File: config.mk
export PLATFORM = sky130hd
export DESIGN_NAME = alive_monitor_mc
export DESIGN_NICKNAME = d
export VERILOG_FILES = /design/src/rtl/alive_mon_pkg.sv /design/src/rtl/alive_mon_ch.sv /design/src/rtl/alive_monitor_mc.sv
export SDC_FILE = /design/constraint.sdc
export NUM_CORES = 1
export LEC_CHECK = 0
export BUFFER_PORTS_ARGS = -buffer_cell sky130_fd_sc_hd__buf_4
export CAP_MARGIN = 20
export CORE_ASPECT_RATIO = 0.7
export CORE_MARGIN = 3
export CORE_UTILIZATION = 38
export DETAILED_ROUTE_END_ITERATION = 7
export GPL_ROUTABILITY_DRIVEN = 0
export GPL_TIMING_DRIVEN = 1
export PLACE_DENSITY = 0.6
export SYNTH_ARGS = -nofsm -noshare
export SYNTH_HDL_FRONTEND = slang
export SYNTH_SLANG_ARGS = --single-unit
File: constraint.sdc
create_clock -name CLK -period 2.1 [get_ports CLK]
set_clock_uncertainty 0.2 [all_clocks]
set_input_delay 0 -clock CLK [delete_from_list [all_inputs] [get_ports CLK]]
set_output_delay 0 -clock CLK [all_outputs]
set_load 0.02 [all_outputs]
File: src/rtl/alive_mon_pkg.sv
// Shared types and defaults for the multi-channel ALIVE heartbeat monitor.
// Optional build macro handled by the channel: ALIVE_MON_SYNC_EN.
package alive_mon_pkg;

    typedef enum logic [2:0] {
        ST_IDLE = 3'b001,
        ST_ACQ  = 3'b010,
        ST_ACT  = 3'b100
    } alive_state_t;

    localparam int DEF_TIMEOUT   = 2000;
    localparam int DEF_ACQ_EDGES = 2;
    localparam int EDGE_CNT_W    = 4;

endpackage

File: src/rtl/alive_mon_ch.sv
// One heartbeat channel: optional 2-flop synchroniser, edge detect, IDLE/ACQUIRE/ACTIVE FSM,
// timeout counter and sticky LOST flag. Macro ALIVE_MON_SYNC_EN enables the synchroniser.
module alive_mon_ch
    import alive_mon_pkg::*;
#(
    parameter int CNT_W     = 12,
    parameter int TIMEOUT   = DEF_TIMEOUT,
    parameter int ACQ_EDGES = DEF_ACQ_EDGES
) (
    input  logic         CLK,
    input  logic         RESET_N,
    input  logic         alive,
    input  logic         enable,
    input  logic         clear,
    output logic         alive_status,
    output logic         loss_pulse,
    output logic         lost,
    output alive_state_t state_dbg
);

    localparam logic [CNT_W-1:0]      TIMEOUT_C = CNT_W'(TIMEOUT);
    localparam logic [EDGE_CNT_W-1:0] ACQ_C     = EDGE_CNT_W'(ACQ_EDGES);

    alive_state_t           state;
    logic [CNT_W-1:0]       counter;
    logic [EDGE_CNT_W-1:0]  edge_cnt;
    logic                   stored;
    logic                   sample;
    logic                   edge_det;

`ifdef ALIVE_MON_SYNC_EN
    logic [1:0] sync_q;

    always_ff @(posedge CLK or negedge RESET_N) begin
        if (!RESET_N) begin
            sync_q <= 2'b00;
        end else begin
            sync_q <= {sync_q[0], alive};
        end
    end

    assign sample = sync_q[1];
`else
    assign sample = alive;
`endif

    assign edge_det     = sample ^ stored;
    assign alive_status = (state == ST_ACT);
    assign state_dbg    = state;

    // A timeout and a CLEAR in the same cycle: the later LOST set overrides the clear.
    always_ff @(posedge CLK or negedge RESET_N) begin
        if (!RESET_N) begin
            state      <= ST_IDLE;
            counter    <= '0;
            edge_cnt   <= '0;
            stored     <= 1'b0;
            loss_pulse <= 1'b0;
            lost       <= 1'b0;
        end else begin
            stored     <= sample;
            loss_pulse <= 1'b0;
            if (clear) begin
                lost <= 1'b0;
            end
            if (!enable) begin
                state    <= ST_IDLE;
                counter  <= '0;
                edge_cnt <= '0;
            end else begin
                case (state)
                    ST_IDLE: begin
                        counter <= '0;
                        if (edge_det) begin
                            state    <= ST_ACQ;
                            edge_cnt <= EDGE_CNT_W'(1);
                        end
                    end
                    ST_ACQ: begin
                        if (edge_det) begin
                            counter  <= '0;
                            edge_cnt <= edge_cnt + EDGE_CNT_W'(1);
                            if (edge_cnt + EDGE_CNT_W'(1) == ACQ_C) begin
                                state <= ST_ACT;
                            end
                        end else if (counter == TIMEOUT_C) begin
                            state    <= ST_IDLE;
                            counter  <= '0;
                            edge_cnt <= '0;
                        end else begin
                            counter <= counter + CNT_W'(1);
                        end
                    end
                    ST_ACT: begin
                        if (edge_det) begin
                            counter <= '0;
                        end else if (counter == TIMEOUT_C) begin
                            state      <= ST_IDLE;
                            counter    <= '0;
                            edge_cnt   <= '0;
                            loss_pulse <= 1'b1;
                            lost       <= 1'b1;
                        end else begin
                            counter <= counter + CNT_W'(1);
                        end
                    end
                    default: begin
                        state    <= ST_IDLE;
                        counter  <= '0;
                        edge_cnt <= '0;
                    end
                endcase
            end
        end
    end

endmodule

File: src/rtl/alive_monitor_mc.sv
// Multi-channel ALIVE monitor top: NUM_CH independent channels plus a registered ANY_LOST.
// Build macro ALIVE_MON_SYNC_EN adds a 2-flop synchroniser per ALIVE input (+2 clk latency).
module alive_monitor_mc
    import alive_mon_pkg::*;
#(
    parameter int NUM_CH    = 4,
    parameter int CNT_W     = 12,
    parameter int TIMEOUT   = DEF_TIMEOUT,
    parameter int ACQ_EDGES = DEF_ACQ_EDGES
) (
    input  logic                CLK,
    input  logic                RESET_N,
    input  logic [NUM_CH-1:0]   ALIVE,
    input  logic [NUM_CH-1:0]   ENABLE,
    input  logic [NUM_CH-1:0]   CLEAR,
    output logic [NUM_CH-1:0]   ALIVE_STATUS,
    output logic [NUM_CH-1:0]   LOSS_PULSE,
    output logic [NUM_CH-1:0]   LOST,
    output logic                ANY_LOST,
    output logic [3*NUM_CH-1:0] STATE_DBG
);

    for (genvar i = 0; i < NUM_CH; i++) begin : g_ch
        alive_mon_ch #(
            .CNT_W     (CNT_W),
            .TIMEOUT   (TIMEOUT),
            .ACQ_EDGES (ACQ_EDGES)
        ) u_ch (
            .CLK          (CLK),
            .RESET_N      (RESET_N),
            .alive        (ALIVE[i]),
            .enable       (ENABLE[i]),
            .clear        (CLEAR[i]),
            .alive_status (ALIVE_STATUS[i]),
            .loss_pulse   (LOSS_PULSE[i]),
            .lost         (LOST[i]),
            .state_dbg    (STATE_DBG[3*i +: 3])
        );
    end

    // Registered so ANY_LOST trails LOST by exactly one clock.
    always_ff @(posedge CLK or negedge RESET_N) begin
        if (!RESET_N) begin
            ANY_LOST <= 1'b0;
        end else begin
            ANY_LOST <= |LOST;
        end
    end

endmodule

==> flow_summary.json, run 1 <==
{
  "status": "finished with violations",
  "violations": "negative hold slack",
  "tightest_slew_ns": 0.538,
  "path_clk_slew_ns": 0.06,
  "p_seq_frac": 0.446,
  "slew_viol_final": 0,
  "clock-sinks": 89,
  "antenna_left": 0,
  "overflow": 0,
  "timing.slew.headroom": 0.641,
  "fin_crit_sh": 0.940,
  "crit_arrival_ns": 2.02,
  "grt_max_degree": 40,
  "synthTopCellsByArea": "dfrtp_1, nor2_1, xor2_1, ha_1, xnor2_1",
  "cts_made_buffers": 9,
  "layout_common_cells": "dfrtp_1, nor2_1, buf_4, nand2_1, nand3_1",
  "ys.flop_type": "dfrtp_1",
  "finalCriticalPeriod_ns": 1.97,
  "grt_pass1_vias": 3657,
  "fin_nets": 618,
  "start_util": 0.400,
  "setup_viol": 0,
  "cts_buffer_depth": 2,
  "wl_per_cell_um": 14.0,
  "sw_frac_of_total": 0.238,
  "drive_above_1_share": 0.155,
  "port-buffer-count": 38,
  "p_leak_nw": 2.52,
  "grtUsageTotal": 0.147,
  "drc": 0,
  "antenna_cells": 0,
  "die_y_um": 103,
  "yosys_warnings": 0,
  "vdd_drop_max_mv": 0.389,
  "vias": 3964,
  "antenna_found_initial": 0,
  "hold_path_class": "primary input to asynchronous set/reset pin",
  "chipWidth_um": 145,
  "cts_root_buffer": "clkbuf_16",
  "hold_viol_final": 5,
  "dr.pass1.iters": 4,
  "async_flop_share": 1.00,
  "switchingPower_mw": 0.981,
  "synth_area_leader_cell": "dfrtp_1",
  "syn_nets": 561,
  "ys_types": 68,
  "detail_route.iter0.violations": 221,
  "synth.avg_cell_area_um2": 9.61,
  "max-cap-violations": 0,
  "fin_setup_tns_ns": 0,
  "worstSkewPairLatency_ns": 0.33,
  "grt_setup_unrepaired": "false",
  "endpoint_kind": "flop",
  "synth_edf_count": 0,
  "cts_tree": "built",
  "hpwl_um": 7490,
  "grt_pass1_wl_um": 17600,
  "worst-path-max-fanout": 7,
  "pin_count": 39,
  "yosysTopAreaCellShare": 0.417,
  "synthCells": 531,
  "holdWs_ns": -0.00324,
  "ys_seq_area_frac": 0.437,
  "rows": 34,
  "htree_levels": 3,
  "via_per_inst": 5.25,
  "comb_power_share": 0.106,
  "required_ns": 2.14,
  "die_area_um2": 14900,
  "p_per_area_nw_per_um2": 678,
  "cp-start-kind": "flop",
  "filler_cell_count": 1176,
  "final_common_cell": "dfrtp_1",
  "intPower_mw": 3.14,
  "area_growth_pct": 19.1,
  "syn_area_um2": 5100,
  "core_um2": 12800,
  "wl_um": 10500,
  "power_mw": 4.12,
  "clockPowerShare": 0.448,
  "fmax_mhz": 506,
  "worstSetupPathType": "flop to flop",
  "ys_ff_latch": 89
}
==> worst paths after layout <==
path | slack [ns] | end | from | depth (start not counted)
max reg2reg | 0.13 | g_ch[3].u_ch.state_dbg[2] | g_ch[3].u_ch.edge_cnt[0] | 5
max | 0.13 | g_ch[3].u_ch.state_dbg[2] | g_ch[3].u_ch.edge_cnt[0] | 5
max in group asynchronous | 1.06 | g_ch[0].u_ch.state_dbg[0] | RESET_N | 3
min | -0.003 | g_ch[0].u_ch.counter[9] | RESET_N | 2
min reg2reg | 0.31 | g_ch[2].u_ch.counter[0] | g_ch[2].u_ch.counter[0] | 1
min in group CLK | 0.15 | g_ch[2].u_ch.stored | ALIVE[2] | 2
==> flip-flops by register name, summed over array words and instances, names as in the netlist <==
signal	cells
g_ch.u_ch.stored	4
g_ch.u_ch.counter	48
g_ch.u_ch.lost	4
ANY_LOST	1
g_ch.u_ch.loss_pulse	4
g_ch.u_ch.state_dbg	12
g_ch.u_ch.edge_cnt	16
==> kinds of logic (layout without fill, tap and decap cells) <==
kind of cell	Yosys count	in the layout	share of synthesized area
AND/OR/NAND/NOR	240	240	0.262
adder cells (fa/ha/maj)	16	16	0.0392
buffers and inverters	48	110	0.0461
flip-flops	89	89	0.437
XOR/XNOR	47	47	0.0865
multiplexers	6	6	0.0118
AO/OA/AOI/OAI	85	85	0.117
==> synthesized netlist by cell type (3+ instances only) <==
library cell / instances
dfrtp_1: 85
nor2_1: 67
nand2_1: 32
nand3_1: 29
inv_1: 28
nand2b_1: 23
xor2_1: 23
xnor2_1: 20
ha_1: 16
o21ai_0: 16
nand4_1: 15
a21oi_1: 13
buf_4: 13
nor3_1: 12
nor2b_1: 10
and4_1: 8
o22ai_1: 8
or3_1: 7
mux2i_1: 6
a31oi_1: 5
and3_1: 5
buf_2: 5
o211ai_1: 5
a21boi_0: 4
a32oi_1: 4
dfstp_2: 4
o31ai_1: 4
a21o_1: 3
and2_1: 3
nor4_1: 3
o2bb2ai_1: 3
o32ai_1: 3
xor2_2: 3
==> critical path, cell delays in order, from the launching register on <==
cell     delay, ns
dfrtp_1       0.44
ha_1          0.26
or4b_1        0.53
o31ai_2       0.11
nor2_1        0.10
o31ai_1       0.24
==> final cells by class <==
class | count | area, um^2 | share of cell area
flip-flops and latches | 89 | 2230 | 0.367
well taps | 162 | 203 | 0.0333
clock inverters | 6 | 105 | 0.0173
repair buffers | 66 | 546 | 0.0897
multi-input cells | 394 | 2650 | 0.436
inverters | 28 | 105 | 0.0173
clock buffers | 10 | 239 | 0.0393
==> stage by stage <==
step / setup slack [ns] / utilization / cells / cell area, um^2
3_5_place_dp: 0.105 / 0.435 / 721 / 5550
2_1_floorplan: 0.256 / - / 531 / 5100
4_1_cts: 0.0525 / 0.473 / 751 / 6030
5_1_grt: 0.00663 / 0.476 / 755 / 6080
3_3_place_gp: 0.163 / 0.435 / 721 / 5550
6_report: 0.125 / 0.476 / 755 / 6080
==> layer usage <==
layer / vias to the layer above / wire length, um / track usage
met1: 1900 / 5420 / 0.212
met5: - / 0 / 0
li1: 1975 / - / -
met4: 0 / 70 / 0.0330
met2: 81 / 4590 / 0.217
met3: 8 / 461 / 0.0450
==> power groups by stage <==
stage / Sequential, mW / Clock, mW / Combinational [mW]
floorplan: 1.87 / 0 / 0.236
global placement: 1.87 / 0 / 0.408
detailed placement: 1.87 / 0 / 0.414
CTS: 1.84 / 1.90 / 0.435
global route: 1.85 / 1.97 / 0.486
finish: 1.84 / 1.85 / 0.436
==> timing repair <==
| action | 4_1_cts | 5_1_grt |
|---|---|---|
| endpoints found under the setup margin | 0 | 3 |
| endpoints found under the hold margin | 122 | 0 |
| buffers inserted | 0 | 4 |
| hold buffers | 14 | 0 |
| gates resized for setup | 0 | 3 |
Note: power is estimated with default switching activity, not from simulation.
==> inputs of run 2 (changes only) <==
CAP_MARGIN = 30   (was 20)
CORE_UTILIZATION = 50   (was 38)
PLACE_DENSITY = 0.73   (was 0.6)
==> flow_summary.json, run 2 (synthesis gave the netlist of run 1 again) <==
{
  "cts_tree": "built",
  "via_per_inst": 5.67,
  "p_per_area_nw_per_um2": 666,
  "htree_levels": 3,
  "hpwl_um": 7410,
  "slew_viol_final": 0,
  "crit_arrival_ns": 2.10,
  "cts_made_buffers": 9,
  "antenna_cells": 0,
  "detail_route.iter0.violations": 286,
  "final_common_cell": "dfrtp_1",
  "slowest_delay_ns": 0.56,
  "pin_count": 39,
  "timing.slew.headroom": 0.491,
  "fin_cells": 720,
  "dr.pass1.iters": 5,
  "start_util": 0.519,
  "antenna_left": 0,
  "setup_viol": 0,
  "antenna_found_initial": 0,
  "fin_crit_sh": 0.963,
  "largest-register": "g_ch.u_ch.counter",
  "port-buffer-count": 38,
  "grt_max_degree": 47,
  "rr_endpoint": "g_ch[3].u_ch.lost",
  "worst_r2r_path_depth": 4,
  "grt_setup_unrepaired": "true",
  "critical_path.slowest_cell": "dlygate4sd3_1",
  "r2r_start": "g_ch[3].u_ch.state_dbg[2]",
  "finalCriticalPeriod_ns": 2.02,
  "wl_um": 10700,
  "max-cap-violations": 0,
  "cp-start-kind": "flop",
  "hold_viol_final": 0,
  "vdd_drop_max_mv": 0.474,
  "tightest_slew_ns": 0.761,
  "core_um2": 9830,
  "status": "completed",
  "p_leak_nw": 2.46,
  "grt_pass1_vias": 3827,
  "die_y_um": 90.5,
  "clock-sinks": 89,
  "chipWidth_um": 127,
  "cts_root_buffer": "clkbuf_16",
  "drive_above_1_share": 0.149,
  "overflow": 0,
  "required_ns": 2.18,
  "path_clk_slew_ns": 0.06,
  "crit_chain": "nor3b_4, nand3_1, o22ai_1, dlygate4sd3_1",
  "dp.cells": 686,
  "crit_family": "buffers and inverters",
  "r2r_setup_slack_ns": 0.08,
  "rows": 30,
  "die_area_um2": 11500,
  "worstSkewPairLatency_ns": 0.35,
  "hold_path_class": "primary input to asynchronous set/reset pin",
  "layout_common_cells": "dfrtp_1, nor2_1, buf_4, nand2_1, nand3_1",
  "endpoint_kind": "flop",
  "cts_buffer_depth": 2,
  "grt_pass1_wl_um": 18400,
  "fin_setup_tns_ns": 0,
  "area_growth_pct": 17.5,
  "worst-path-max-fanout": 8,
  "wl_per_cell_um": 14.9,
  "fmax_mhz": 495,
  "drc": 0,
  "vias": 4084,
  "largest_reg_flops": 48,
  "crit_buf_inv": 1,
  "fin_nets": 617,
  "grtUsageTotal": 0.195,
  "worstSetupPathType": "flop to flop"
}
==> run 2: cell types whose count changed in the layout (fill, tap and decap cells not counted), moves of 2 or more <==
cell,previous run,this run
buf_4,51,48
clkbuf_1,0,2
clkinv_2,3,1
clkinvlp_4,0,2
dfrtp_1,85,83
dfrtp_2,0,2
dlygate4sd3_1,13,16
==> run 2: power by group <==
| part | switching (mW) | internal [mW] |
|---|---|---|
| Clock | 0.664 | 1.04 |
| Combinational | 0.250 | 0.193 |
| Sequential | 0.0831 | 1.76 |
| Total | 0.998 | 3.00 |
==> run 2: area by class of cell <==
cell class                      count  area, um^2
Multi-Input combinational cell    394        2640
Sequential cell                    89        2230
Fill cell                         803        3840
Inverter                           28         105
Clock buffer                       11         233
Timing Repair Buffer               65         541
Tap cell                          128         160
Clock inverter                      5        80.1
==> run 2: tightest hold or removal path, cell delays in order <==
cell and delay, ns:
dlygate4sd3_1 0.53, buf_4 0.16, buf_12 0.25
==> run 2: per-layer routing <==
| layer | vias to the layer above | share of wire | track usage |
|---|---|---|---|
| met3 | 9 | 0.058 | 0.0632 |
| met4 | 0 | 0.0078 | 0.0482 |
| li1 | 1978 | - | - |
| met2 | 121 | 0.46 | 0.294 |
| met1 | 1976 | 0.47 | 0.275 |
| met5 | - | 0 | 0 |
==> run 2: metrics by stage <==
stage | instance area, um^2 | hold slack, ns | util | worst slack [ns] | power [mW]
6_report | 6000 | 0.0206 | 0.610 | 0.0782 | 3.99
5_1_grt | 6000 | 0.0307 | 0.610 | -0.0157 | 4.15
4_1_cts | 5970 | 0.0108 | 0.607 | 0.0447 | 4.04
3_5_place_dp | 5500 | -0.303 | 0.559 | 0.0589 | 2.28
3_3_place_gp | 5500 | -0.304 | 0.559 | 0.208 | 2.26
2_1_floorplan | 5100 | -0.496 | - | 0.256 | 2.11
==> run 2: worst max-delay path by stage <==
stage                              startpoint                   endpoint  slack, ns  cells past startpoint
floorplan            g_ch[3].u_ch.edge_cnt[0]  g_ch[3].u_ch.state_dbg[2]       0.26                      5
global placement     g_ch[3].u_ch.edge_cnt[0]  g_ch[3].u_ch.state_dbg[2]       0.21                      5
detailed placement   g_ch[3].u_ch.edge_cnt[0]  g_ch[3].u_ch.state_dbg[2]       0.06                      5
CTS                  g_ch[3].u_ch.edge_cnt[0]  g_ch[3].u_ch.state_dbg[2]       0.04                      5
global route          g_ch[3].u_ch.counter[0]    g_ch[3].u_ch.counter[9]      -0.02                      6
finish              g_ch[3].u_ch.state_dbg[2]          g_ch[3].u_ch.lost       0.08                      4
==> run 2: what timing repair did <==
action,CTS,global route
endpoints found under the hold margin,128,0
endpoints found under the setup margin,0,8
hold buffers,16,0
setup buffers,0,2
resized for setup,0,4
==> inputs of run 3 (changes only) <==
CORE_UTILIZATION = 61   (was 50)
PLACE_DENSITY = 0.86   (was 0.73)
SKIP_CTS_REPAIR_TIMING = 1   (was default)
==> flow_summary.json, run 3 (synthesis gave the netlist of run 1 again) <==
{
  "cts_made_buffers": 9,
  "wl_per_cell_um": 15.7,
  "htree_levels": 3,
  "antenna_found_initial": 0,
  "chipWidth_um": 115,
  "multi_input_area_um2": 2650,
  "wl_um": 10800,
  "layout_common_cells": "dfrtp_1, nor2_1, buf_4, nand2_1, nand3_1",
  "largest-register": "g_ch.u_ch.counter",
  "regArea_um2": 2230,
  "hold_viol_final": 0,
  "setup_viol": 0,
  "area_growth_pct": 16.5,
  "grtUsageTotal": 0.235,
  "final_util": 0.742,
  "required_ns": 2.15,
  "slew_viol_final": 0,
  "grt_max_degree": 45,
  "antenna_cells": 0,
  "dp.cells": 658,
  "max-cap-violations": 0,
  "drc": 0,
  "finalCriticalPeriod_ns": 1.98,
  "cts_root_buffer": "clkbuf_16",
  "pin_count": 39,
  "grt_pass1_vias": 3782,
  "detail_route.iter0.violations": 318,
  "vias": 4087,
  "endpoint_kind": "flop",
  "fin_nets": 613,
  "clock-sinks": 89,
  "power_mw": 4.02,
  "worst-path-max-fanout": 7,
  "via_per_inst": 5.93,
  "crit_arrival_ns": 2.03,
  "cp-start-kind": "flop",
  "start_util": 0.637,
  "hpwl_um": 7450,
  "die_y_um": 82.5,
  "fin_crit_sh": 0.941,
  "cts_tree": "built",
  "tightest_slew_ns": 0.934,
  "final_cell_area_um2": 5940,
  "largest_reg_flops": 48,
  "path_clk_slew_ns": 0.07,
  "vdd_drop_max_mv": 0.461,
  "rows": 27,
  "overflow": 0,
  "drive_above_1_share": 0.148,
  "final_common_cell": "dfrtp_1",
  "cts_buffer_depth": 2,
  "p_per_area_nw_per_um2": 677,
  "holdWs_ns": 0.00654,
  "core_um2": 8010,
  "setup_slack_ns": 0.125,
  "dr.pass1.iters": 5,
  "port-buffer-count": 38,
  "die_area_um2": 9520,
  "place_area_um2": 5460,
  "filler_cell_count": 532,
  "worstSkewPairLatency_ns": 0.35,
  "fmax_mhz": 506,
  "fin_cells": 689,
  "timing.slew.headroom": 0.375,
  "status": "completed",
  "grt_setup_unrepaired": "false",
  "fin_setup_tns_ns": 0,
  "hold_path_class": "primary input to asynchronous set/reset pin",
  "dp_slack_ns": 0.107,
  "antenna_left": 0,
  "worstSetupPathType": "flop to flop",
  "grt_pass1_wl_um": 17700,
  "p_leak_nw": 2.46
}
run 3: cell count changes in the layout (fill, tap and decap cells not counted), sizes merged:
cell,change
inv,+2
clkinvlp,-2
clkbuf,-2
clkinv,+2
buf,-3
dlygate4sd3,-1
run 3: cell type report:
cell class	count	area share
Tap cell	101	0.0213
Clock inverter	7	0.0168
Timing Repair Buffer	61	0.0855
Sequential cell	89	0.376
Multi-Input combinational cell	394	0.445
Inverter	28	0.0177
Clock buffer	9	0.0379
run 3: final timing paths:
kind	slack, ns	depth (start not counted)	endpoint	startpoint
worst max-delay path	0.12	5	g_ch[3].u_ch.state_dbg[2]	g_ch[3].u_ch.edge_cnt[0]
worst min-delay path	0.007	3	g_ch[1].u_ch.counter[5]	RESET_N
worst max register to register	0.12	5	g_ch[3].u_ch.state_dbg[2]	g_ch[3].u_ch.edge_cnt[0]
worst min register to register	0.30	1	g_ch[0].u_ch.counter[0]	g_ch[0].u_ch.counter[0]
max in group asynchronous	0.37	3	g_ch[1].u_ch.stored	RESET_N
min in group CLK	0.14	2	g_ch[2].u_ch.stored	ALIVE[2]
run 3: power breakdown:
group          leakage [nW]  switching (mW)  internal [mW]
sequential             1.21          0.0796           1.76
combinational          1.08           0.244          0.191
clock                 0.160           0.698           1.05
total                  2.46            1.02           3.00
run 3: critical path: stages, from the launching register on:
cell,delay [ns]
dfrtp_1,0.44
ha_1,0.26
or4b_1,0.50
o31ai_1,0.13
nor2_1,0.12
o31ai_1,0.24
run 3: metal layers:
layer | wire length (um) | share of wire | up-vias | track usage
met2 | 5280 | 0.49 | 108 | 0.371
met5 | 0 | 0 | - | 0
li1 | - | - | 1984 | -
met3 | 547 | 0.050 | 15 | 0.0605
met4 | 182 | 0.017 | 0 | 0.0985
met1 | 4830 | 0.45 | 1980 | 0.312
